<file path="src/rtl/fetch_sequencer.sv">
// Program-counter / fetch controller in front of a 1-cycle registered instruction memory.
// Optional FETCH_PERF_EN adds saturating fetch/bubble counters.
module fetch_sequencer #(
  parameter int unsigned ADDR_W     = 10,
  parameter int unsigned LAST_ADDR  = 80,
  parameter int unsigned PROG0_BASE = 0,
  parameter int unsigned PROG1_BASE = 15,
  parameter int unsigned PROG2_BASE = 21
) (
  input  logic              clock,
  input  logic              reset,
  input  logic              start,
  input  logic [1:0]        prog_sel,
  input  logic              stall,
  input  logic              jump_en,
  input  logic [25:0]       jump_target,
  input  logic              branch_en,
  input  logic [15:0]       branch_target,
  input  logic              halt,
  output logic [ADDR_W-1:0] address,
  output logic              instr_valid,
  output logic [ADDR_W-1:0] instr_pc,
  output logic              busy,
  output logic              fault
`ifdef FETCH_PERF_EN
  ,
  output logic [15:0]       fetch_count,
  output logic [15:0]       bubble_count
`endif
);

  typedef enum logic [1:0] {
    S_IDLE  = 2'd0,
    S_FETCH = 2'd1,
    S_HALT  = 2'd2
  } state_e;

  state_e            state_q;
  logic [ADDR_W-1:0] addr_q;
  logic [ADDR_W-1:0] pc_q;
  logic              valid_q;
  logic              fault_q;

  logic [ADDR_W-1:0] base_addr;
  logic [ADDR_W-1:0] seq_addr;
  logic [ADDR_W-1:0] redir_tgt;
  logic              redir_en;
  logic              redir_bad;
  logic              issue;
  logic              start_acc;

  always_comb begin
    base_addr = ADDR_W'(PROG0_BASE);
    unique case (prog_sel)
      2'd1:    base_addr = ADDR_W'(PROG1_BASE);
      2'd2:    base_addr = ADDR_W'(PROG2_BASE);
      default: base_addr = ADDR_W'(PROG0_BASE);
    endcase

    seq_addr  = (addr_q == ADDR_W'(LAST_ADDR)) ? '0 : addr_q + ADDR_W'(1);
    redir_en  = jump_en | branch_en;
    redir_tgt = jump_en ? jump_target[ADDR_W-1:0] : branch_target[ADDR_W-1:0];
    redir_bad = (redir_tgt > ADDR_W'(LAST_ADDR));
    // only an undisturbed FETCH cycle hands the current address to the memory
    issue     = (state_q == S_FETCH) & ~halt & ~redir_en & ~stall;
    start_acc = start & (state_q != S_FETCH);
  end

  always_ff @(posedge clock) begin
    if (reset) begin
      state_q <= S_IDLE;
      addr_q  <= '0;
      pc_q    <= '0;
      valid_q <= 1'b0;
      fault_q <= 1'b0;
    end else begin
      valid_q <= issue;
      if (issue) pc_q <= addr_q;

      unique case (state_q)
        S_IDLE, S_HALT: begin
          if (start) begin
            state_q <= S_FETCH;
            addr_q  <= base_addr;
            fault_q <= 1'b0;
          end
        end
        S_FETCH: begin
          if (halt) begin
            state_q <= S_HALT;
          end else if (redir_en) begin
            if (redir_bad) begin
              fault_q <= 1'b1;
              state_q <= S_HALT;
            end else begin
              addr_q <= redir_tgt;
            end
          end else if (!stall) begin
            addr_q <= seq_addr;
          end
        end
        default: state_q <= S_IDLE;
      endcase
    end
  end

  assign address     = addr_q;
  assign instr_valid = valid_q;
  assign instr_pc    = pc_q;
  assign busy        = (state_q == S_FETCH);
  assign fault       = fault_q;

`ifdef FETCH_PERF_EN
  logic [15:0] fetch_cnt_q;
  logic [15:0] bubble_cnt_q;

  always_ff @(posedge clock) begin
    if (reset || start_acc) begin
      fetch_cnt_q  <= '0;
      bubble_cnt_q <= '0;
    end else if (state_q == S_FETCH) begin
      if (issue) begin
        if (fetch_cnt_q != '1) fetch_cnt_q <= fetch_cnt_q + 16'd1;
      end else begin
        if (bubble_cnt_q != '1) bubble_cnt_q <= bubble_cnt_q + 16'd1;
      end
    end
  end

  assign fetch_count  = fetch_cnt_q;
  assign bubble_count = bubble_cnt_q;
`else
  logic unused_start_acc;
  assign unused_start_acc = start_acc;
`endif

endmodule

</file>
<file path="config.mk">
export PLATFORM = sky130hd
export DESIGN_NAME = fetch_sequencer
export DESIGN_NICKNAME = d
export VERILOG_FILES = /design/src/rtl/fetch_sequencer.sv
export SDC_FILE = /design/constraint.sdc
export NUM_CORES = 1
export LEC_CHECK = 0
export ABC_AREA = 0
export BUFFER_PORTS_ARGS = -buffer_cell sky130_fd_sc_hd__buf_2
export CORE_MARGIN = 4
export CORE_UTILIZATION = 49
export CTS_CLUSTER_DIAMETER = 100
export DETAILED_ROUTE_END_ITERATION = 8
export PLACE_DENSITY = 0.9
export SLEW_MARGIN = 10
export SYNTH_ARGS = -nofsm -noshare
export SYNTH_HDL_FRONTEND = slang
export SYNTH_SLANG_ARGS = --single-unit
</file>
<file path="constraint.sdc">
create_clock -name clock -period 4.5 [get_ports clock]
set_input_delay 0.225 -clock clock [delete_from_list [all_inputs] [get_ports clock]]
set_output_delay 0.225 -clock clock [all_outputs]
set_load 0.02 [all_outputs]
</file>
==> metrics.md <==
| Metric | Value |
|---|---|
| Critical path type | `flip-flop to flip-flop` |
| Drt initial violations | `91` |
| Peak supply drop | `0.201 mV` |
| Max Cap Viol | `0` |
| Inst Count DP | `251` |
| Synthesized Nets | `232` |
| Tcrit/Tclk final | `0.485` |
| Drc violations | `0` |
| Nets | `between 200 and 300` |
| IO Port Bufs | `51` |
| Dpl hpwl | `3.04 mm` |
| Postcts setup bufs | `0` |
| F_max | `0.458 GHz` |
| Number of global-route vias before repair | `between 1500 and 2000` |
| N_diodes | `0` |
| Endpoints failing setup | `0` |
| GP Congestion | `0.951` |
| CTS root buf | `clkbuf_4` |
| Share of layout cells above drive strength 1 | `0.281` |
| Initial antenna violation count | `0` |
| Synth-to-Final Area Change | `19.2%` |
| CTS Sinks | `24` |
| CP max FO | `13` |
| Starting Density | `0.527` |
| Non-Filler Instances | `255` |
| Worst reg-to-reg setup slack | `2.32 ns` |
| Largest net degree at the start of global routing | `24` |
| Gr usage total | `0.217` |
| Syn avg cell area | `around 8.5 um^2` |
| Crit path time final | `about 2.2 ns` |
| Pre-CTS setup slack | `about 2.4 ns` |
| CORE AREA | `between 0.002 and 0.003 mm^2` |
| Hold Startpoint | `start` |
| Post-CTS Hold Fix Bufs | `0` |
| Via-per-instance ratio | `~6.1` |
| Slew Viols, Final | `0` |
| Post-Syn Area | `0.00150 mm^2` |
| Clock slew at reported path FFs | `0.13 ns` |
| CTS tree | `built` |
| Critical Path End Type | `flip-flop` |
| Yosys cell types | `50` |
| First-pass DRT Iterations | `4` |
| Num CTS Buffers | `3` |
| Critical Path AT | `2.39 ns` |
| Synth Register Bits | `24` |
| Worst setup SP type | `flip-flop` |
| Final TNS setup | `0 ns` |
| Post-route antenna net violation count | `0` |
| Clk buf depth | `2` |
| Post-synthesis sequential area ratio | `0.320` |
| Total wire length | `4.10 mm` |
| Slew HR | `0.586` |
| Overflow after GRT | `0` |
| Post-cts resize count | `0` |
| Design Area, Final | `0.00179 mm^2` |
| Final hold vios | `0` |
| WP data required | `4.71 ns` |
| CTS H-tree lvls | `1` |
| Worst Tran Pin Value | `slightly above 0.6 ns` |
| WL/cell | `16.1 um` |
| R2R Path Start | `state_q[1]` |
| Num ports | `74` |
| Fillers | `259` |
| Fin Clk Skew | `0.00182 ns` |
| First-pass GRT wire length | `7.10 mm` |
| Clock Latency Late Sink | `approximately 0.32 ns` |
| Row count | `19` |
| CP Launch Point | `state_q[1]` |
| Die height | `63.4 um` |
| Hold Path Class | `input pin to flip-flop` |
| Cell Area, Placed | `0.00175 mm^2` |
| Setup ws final | `2.32 ns` |
| Post-Syn Instances | `177` |
| Die width | `~63 um` |
| Die area | `around 0.004 mm^2` |
| Synth warnings | `0` |
| Pleak | `0.000870 uW` |
| RSZ-0062 raised after global routing | `no` |
| Routed vias | `1543` |
| Run status | `complete, no violations` |
| Pwr/cell area | `248 mW/mm^2` |
==> cells in the mapped netlist, drive strengths merged <==
| cell | count | area (um^2) |
|---|---|---|
| nor3b | 2 | 20.0 |
| a22oi | 1 | 7.51 |
| o32ai | 4 | 35.0 |
| a31o | 3 | 35.0 |
| or3 | 1 | 6.26 |
| nand3 | 3 | 15.0 |
| o31a | 1 | 8.76 |
| nor3 | 5 | 25.0 |
| and4b | 1 | 10.0 |
| nor4bb | 1 | 10.0 |
| nor2b | 4 | 25.0 |
| nor4 | 3 | 33.8 |
| and3b | 1 | 8.76 |
| or2 | 3 | 18.8 |
| o21ai | 7 | 35.0 |
| o21a | 1 | 7.51 |
| a211o | 1 | 8.76 |
| and2 | 2 | 12.5 |
| nor4b | 1 | 15.0 |
| a211oi | 3 | 22.5 |
| dfxtp | 24 | 480 |
| a22o | 1 | 8.76 |
| a21oi | 12 | 60.1 |
| o31ai | 6 | 45.0 |
| nand3b | 3 | 22.5 |
| nand2b | 2 | 12.5 |
| o22ai | 4 | 31.3 |
| nand2 | 9 | 33.8 |
| clkbuf | 3 | 11.3 |
| and3 | 4 | 25.0 |
| and4 | 1 | 8.76 |
| a31oi | 1 | 6.26 |
| o211a | 2 | 20.0 |
| o32a | 2 | 20.0 |
| ha | 4 | 50.1 |
| inv | 8 | 30.0 |
| nor2 | 21 | 81.3 |
| or4b | 2 | 20.0 |
| mux2i | 10 | 100 |
| a221oi | 5 | 43.8 |
| buf | 5 | 31.3 |
==> cell usage in the layout (no fill, tap or decap), drive strengths merged, types with 5 or more instances in the layout <==
cell / count
buf: 51
o31ai: 6
dfxtp: 24
nor2: 21
a21oi: 12
mux2i: 10
inv: 8
nand2: 9
a221oi: 5
nor3: 5
o21ai: 7
==> final timing paths <==
kind / cells after the start / to
setup / recovery: 5 / address[3]
hold / removal: 3 / state_q[1]
setup reg to reg: 5 / address[3]
hold reg to reg: 2 / instr_pc[4]
==> sequential cells by signal (all words and copies together), names as in the netlist <==
register / cells
address: 10
fault: 1
instr_pc: 10
instr_valid: 1
state_q: 2
==> cell families (layout without fill, tap and decap cells) <==
family | count (synthesis) | count (layout) | share of synthesized area
simple gates | 69 | 69 | 0.269
buf+inv | 16 | 63 | 0.0483
flops | 24 | 24 | 0.320
fa+ha+maj | 4 | 4 | 0.0333
compound gates | 54 | 54 | 0.263
mux | 10 | 10 | 0.0666
==> critical path, stage by stage, from the launching register on <==
cell	delay (ns)
dfxtp_1	0.34
nand2b_1	0.34
nor2_1	0.48
o21a_1	0.31
or2_0	0.43
o22ai_1	0.17
==> stage by stage <==
step           hold slack, ns   util  total power [uW]
2_1_floorplan           0.414      -               293
3_3_place_gp            0.473  0.615               326
3_5_place_dp            0.484  0.615               328
4_1_cts                 0.174  0.628               441
5_1_grt                 0.184  0.628               463
6_report                0.170  0.628               443
==> metal layers <==
| layer | share of wire | vias to the layer above | GRT usage |
|---|---|---|---|
| met5 | 0 | - | 0 |
| met1 | 0.42 | 715 | 0.258 |
| li1 | - | 765 | - |
| met4 | 0.015 | 0 | 0.0889 |
| met3 | 0.058 | 8 | 0.0409 |
| met2 | 0.51 | 55 | 0.379 |
==> layout make-up <==
type | count | area (um^2) | area share
Clock buffer | 4 | 36.3 | 0.0203
Inverter | 8 | 30.0 | 0.0168
Multi-Input combinational cell | 137 | 950 | 0.530
Sequential cell | 24 | 480 | 0.268
Tap cell | 31 | 38.8 | 0.0217
Timing Repair Buffer | 51 | 255 | 0.143
==> power by group <==
group / leakage (uW) / internal, uW / total, uW / switching, uW
sequential: 0.000195 / 219 / 228 / 9.77
combinational: 0.000654 / 39.3 / 97.3 / 58.0
clock: 0.0000210 / 49.5 / 117 / 67.9
Power figures use the tool's default switching activity.
